### config.mk
export PLATFORM = sky130hd
export DESIGN_NAME = piso_stream
export DESIGN_NICKNAME = d
export VERILOG_FILES = /design/src/rtl/piso_stream.sv
export SDC_FILE = /design/constraint.sdc
export NUM_CORES = 1
export LEC_CHECK = 0
export ABC_CLOCK_PERIOD_IN_PS = 5200
export CAP_MARGIN = 25
export CORE_MARGIN = 4
export CORE_UTILIZATION = 51
export DETAILED_ROUTE_END_ITERATION = 12
export PLACE_DENSITY = 0.89
export SETUP_SLACK_MARGIN = 0.3
export SLEW_MARGIN = 20
export SYNTH_ARGS = -nofsm -noshare
export SYNTH_HDL_FRONTEND = slang
export SYNTH_SLANG_ARGS = --single-unit
### constraint.sdc
create_clock -name clk -period 5.2 [get_ports clk]
set_clock_uncertainty 0.15 [all_clocks]
set_input_delay 1.04 -clock clk [delete_from_list [all_inputs] [get_ports clk]]
set_output_delay 1.04 -clock clk [all_outputs]
set_load 0.005 [all_outputs]
### src/rtl/piso_stream.sv
// Parallel-in/serial-out serializer with a valid/ready load handshake, selectable bit order
// and a bit-rate enable. Back-to-back words are chained on the last-bit edge without a gap.
module piso_stream #(
    parameter int   WIDTH      = 8,
    parameter bit   MSB_FIRST  = 1'b1,
    parameter logic IDLE_LEVEL = 1'b0
) (
    input  logic             clk,
    input  logic             rst,
    input  logic [WIDTH-1:0] parallel_in,
    input  logic             in_valid,
    output logic             in_ready,
    input  logic             shift_en,
    output logic             serial_out,
    output logic             serial_valid,
    output logic             busy,
    output logic             done
);

    // Handshake: a word is taken on any rising edge where in_valid && in_ready; the producer
    // holds parallel_in and in_valid stable until then, and parallel_in is ignored otherwise.

    localparam int CW = $clog2(WIDTH) + 1;

    typedef enum logic {
        IDLE  = 1'b0,
        SHIFT = 1'b1
    } state_t;

    state_t          state;
    state_t          state_next;
    logic [WIDTH-1:0] sreg;
    logic [CW-1:0]    cnt;
    logic             done_q;
    logic             last_bit;
    logic             accept;

    // The last bit is consumed on this edge, so a new word may be loaded in the same edge.
    assign last_bit = (state == SHIFT) && (cnt == CW'(1)) && shift_en;
    assign in_ready = !rst && ((state == IDLE) || last_bit);
    assign accept   = in_valid && in_ready;

    // State register
    always_ff @(posedge clk) begin
        if (rst) begin
            state <= IDLE;
        end else begin
            state <= state_next;
        end
    end

    // Next-state logic
    always_comb begin
        state_next = state;
        case (state)
            IDLE: begin
                if (accept) begin
                    state_next = SHIFT;
                end
            end
            SHIFT: begin
                if (last_bit && !accept) begin
                    state_next = IDLE;
                end
            end
            default: state_next = IDLE;
        endcase
    end

    // Output logic
    always_comb begin
        serial_out   = IDLE_LEVEL;
        serial_valid = 1'b0;
        busy         = 1'b0;
        if (state == SHIFT) begin
            serial_out   = MSB_FIRST ? sreg[WIDTH-1] : sreg[0];
            serial_valid = 1'b1;
            busy         = 1'b1;
        end
    end

    assign done = done_q;

    // Datapath: shift register, remaining-bit counter and completion pulse
    always_ff @(posedge clk) begin
        if (rst) begin
            sreg   <= '0;
            cnt    <= '0;
            done_q <= 1'b0;
        end else begin
            done_q <= last_bit;
            if (accept) begin
                sreg <= parallel_in;
                cnt  <= CW'(WIDTH);
            end else if ((state == SHIFT) && shift_en) begin
                if (cnt > CW'(1)) begin
                    sreg <= MSB_FIRST ? {sreg[WIDTH-2:0], 1'b0} : {1'b0, sreg[WIDTH-1:1]};
                    cnt  <= cnt - CW'(1);
                end else begin
                    cnt <= '0;
                end
            end
        end
    end

endmodule

* After elaboration in Yosys (flattened, before gate mapping)
Cells that the tools add are included.
** Word-level totals
- Logic and storage cells :: 33
- Flip-flop bits (word level) :: 14
- Bits of input ports :: 12
- Output and inout port bits :: 5
** Cells by class
- Muxes and demuxes :: 11
- $lt $le $gt $ge :: 1
- Equal/unequal tests :: 1
- Add/sub/neg operators :: 1
- Bitwise gates (word level) :: 1
- Reductions and logical operators :: 13
** Operators with widths (number)
- $mux W8 :: 3
- $mux W4 :: 3
- $logic_and A1 B1 Y1 :: 6
- $eq A4 B1 Y1 const B :: 1
- $gt A4 B1 Y1 const B :: 1
- $mux W1 :: 4
- $reduce_bool A2 Y1 :: 2
- $sub A4 B1 Y4 const B :: 1
- $logic_not A1 Y1 :: 2
- $pmux W1 S2 :: 1
- $reduce_and A2 Y1 :: 1
- $reduce_or A2 Y1 :: 1
- $logic_or A1 B1 Y1 :: 1
- $not A1 Y1 :: 1

* Depth between registers and ports, before layout
- Word-level depth :: 10
- Depth in mapped cells :: 7
- Gate-level depth less buffers :: 6

* Worst setup path before layout
OpenSTA, ideal clock, no wires.
- Kind :: input to output
- Start :: input port rst
- End :: output port in_ready
- Required time :: 4010 ps
- Stages :: 3
- Arrival :: 1782 ps
- Path slack :: 2228 ps
- Cell sequence :: clkbuf_1 > clkbuf_1 > a21oi_1
** On the way
- Longest elaborated chain between the ends :: 2
** Ends and longest elaborated chain
- start: declaration :: RTL line 9 : input logic rst,
- $logic_not A1 Y1 :: RTL line 40 : assign in_ready = !rst && ((state == IDLE) || last_bit);
- $logic_and A1 B1 Y1 :: RTL line 40
- end: declaration :: RTL line 12 : output logic in_ready,
No other way between the ends.

* Final worst setup path
Ends and elaborated chain as after synthesis.

==> results by group <==
Routing
  – Detailed-route via count: 633
  – First-pass DRT Iterations: 4
  – Residual DRC: 0
  – Post-DR vias/cell: 5.70
  – Average wire per standard cell: 12.4 um
  – Final Routed Wirelength: 1380 um
  – DR iter-0 viols: 12
  – Final ANT Viol Nets: 0

Setup path
  – Worst Path Buf+Inv: 2
  – CP max stage cell: clkdlybuf4s50_1
  – Worst path cell trace: clkdlybuf4s50_1 -> a21oi_1 -> clkdlybuf4s50_1
  – CP Capture Type: output pin
  – Reg-to-reg endpoint: sreg[3]
  – Critical path type: input pin to output pin
  – CP Launch Type: input pin
  – Req. time, crit path: 4.01 ns
  – Delay-heaviest family, CP: buffers and inverters
  – Setup slack, reg-to-reg: 3.24 ns
  – Crit-path max FO: 17
  – Data arrival, critical path: 2.61 ns
  – Cell mode on critical path: clkdlybuf4s50_1
  – Critical R2R Launch: cnt[1]
  – Max stage delay on crit path: 0.78 ns
  – R2R depth: 6

Placed design
  – HPWL after detailed placement: 996 um
  – Gpl congestion: 0.800
  – Placed inst area: 880 um^2
  – Placed cells: 107
  – IO Port Bufs: 16

Timing
  – Worst-Margin Slew: 0.741 ns
  – Max Clk Rate: 263 MHz
  – Normalized max-slew margin: 50.4%
  – Final TNS setup: 0 ns
  – Part of the cycle the worst path needs: 73.1%
  – RSZ-0062 raised after global routing: no
  – Final setup fails: 0
  – Hold Vio Cnt, Final: 0
  – Slew Limit Fails: 0
  – Hold slack final: 0.319 ns
  – Final min period: 3.80 ns

Clock tree
  – Reg clk slew, reported paths: 0.09 ns
  – Post-CTS sizing: 0
  – Clk_lat worst skew: 0.29 ns
  – CTS max path bufs: 2
  – TritonCTS clock tree: done
  – CTS Root Cell: clkbuf_4
  – Cts bufs inserted: 3
  – Hold-fix buffers, CTS: 0
  – Total number of clock tree sinks: 14
  – Post-CTS setup buffers: 0
  – H-tree depth: 1

Cells and area
  – Post-layout util: 68.7%
  – Area of the multi-input gates: 409 um^2
  – Share of layout cells above drive strength 1: 14.6%
  – # fillers: 118
  – FF/Latch Area: 280 um^2
  – Final Non-Filler Cells: 111
  – # diodes: 0
  – Area Growth Syn to Fin: 25.1%
  – Commonest cells after routing, fill and taps aside: nand2_1 (16), clkdlybuf4s50_1 (16), dfxtp_1 (14), nor2_1 (10), a311oi_2 (6)
  – Final instance area: 916 um^2
  – Nets: 111

Run
  – Max Cap Violations: 0

GRT
  – First-pass GRT wire length: 2280 um
  – Global Route Usage Sum: 15.3%
  – Initial antenna violation count: 0
  – Vias in the first global route: 531
  – Largest net degree at the start of global routing: 18
  – Total grt overflow: 0

Logic synthesis
  – YS warnings: 0
  – Synthesized area per cell: 9.04 um^2
  – Sequential area share after synthesis: 38.3%
  – Cells after Synth: 81
  – Synth Register Bits: 14
  – Netlist Area Pre-Place: 732 um^2
  – Synth cell types: 26
  – Mapped Nets: 95

Floorplan
  – Row Count: 13
  – Core area: 0.00133 mm^2
  – I/O pin count: 17
  – Starting Density: 54.9%
  – Die area: 0.00211 mm^2
  – Die height: 45.9 um
  – Die X: 45.9 um

Power
  – Switch share: 25.6%
  – Reg power frac: 49.4%
  – Switching power total: 61.6 uW
  – Int Pwr: 179 uW
  – Worst VDD drop: 0.159 mV
  – Clock power frac: 33.5%
  – P per Cell Area: 262 mW/mm^2
  – Leak Pwr: 0.315 nW
  – Comb power frac: 17.2%

Min path
  – Hold Path Class: register to register
  – Hold Crit Endpoint: sreg[5]
  – Hold Startpoint: sreg[4]
  – Hold depth: 2

Outcome
  – Status: completed
## metal layers
layer | share of wire, % | vias to the layer above | global-route usage, % | wire [um]
li1 | - | 320 | - | -
met1 | 45 | 290 | 19.7 | 621
met2 | 46 | 19 | 22.3 | 628
met3 | 7.2 | 4 | 3.56 | 99
met4 | 1.8 | 0 | 10.2 | 25
met5 | 0 | - | 0 | 0
## cell usage after synthesis, drive strengths merged
master    n  area [um^2]
nand2    16         60.1
dfxtp    14          280
nor2     10         37.5
a21oi     6         33.8
a311oi    6         90.1
nor3      4         20.0
buf       3         23.8
inv       3         11.3
a211oi    2         20.0
clkbuf    2         7.51
ha        2         25.0
mux2i     2         20.0
nand3     2         10.0
a211o     1         17.5
a21o      1         7.51
a2bb2oi   1         8.76
and2      1         6.26
nand4bb   1         27.5
nor3b     1         7.51
nor4      1         6.26
o21ai     1         5.00
or2       1         6.26
## stage by stage
stage | power, mW | setup slack (ns)
3_3_place_gp | 0.161 | 1.41
3_5_place_dp | 0.162 | 1.38
4_1_cts | 0.242 | 1.38
2_1_floorplan | 0.147 | 2.23
5_1_grt | 0.252 | 1.29
6_report | 0.240 | 1.40
## tightest hold or removal path: cells and delay by family (launching register included)
| family | cells | cell delay, ns |
|---|---|---|
| flip-flops | 1 | 0.32 |
| AND/OR/NAND/NOR | 1 | 0.05 |
| AO/OA/AOI/OAI | 1 | 0.05 |
## power groups by stage
stage / Sequential (mW) / Combinational [mW] / Clock [mW]
after floorplan: 0.120 / 0.0269 / 0
after global placement: 0.121 / 0.0403 / 0
after detailed placement: 0.121 / 0.0412 / 0
after CTS: 0.119 / 0.0415 / 0.0817
after global routing: 0.120 / 0.0453 / 0.0867
final: 0.119 / 0.0412 / 0.0804
## final cells by class
class,instances,share of cell area (%)
timing repair buffer,16,17.5
sequential,14,30.6
inverter,3,1.23
multi-input combinational,59,44.7
clock buffer,4,3.96
tap,15,2.05
## registers in the layout, summed over array words and instances (netlist names)
signal / cells
done: 1
sreg: 8
cnt: 4
state: 1
## cells by family (layout without fill, tap and decap cells)
group           after synthesis  after routing  synth area share, %
mux                           2              2                 2.74
flops                        14             14                 38.3
simple gates                 37             37                 24.8
compound gates               18             18                 25.0
buf+inv                       8             23                 5.81
fa+ha+maj                     2              2                 3.42
## worst max-delay path by stage
stage / startpoint / end / slack [ns] / depth (start not counted)
after detailed placement: rst / in_ready / 1.38 / 3
after floorplan: rst / in_ready / 2.23 / 3
final: rst / in_ready / 1.40 / 3
after CTS: rst / in_ready / 1.38 / 3
after global placement: rst / in_ready / 1.41 / 3
after global routing: rst / in_ready / 1.29 / 3
Power figures use the tool's default switching activity.
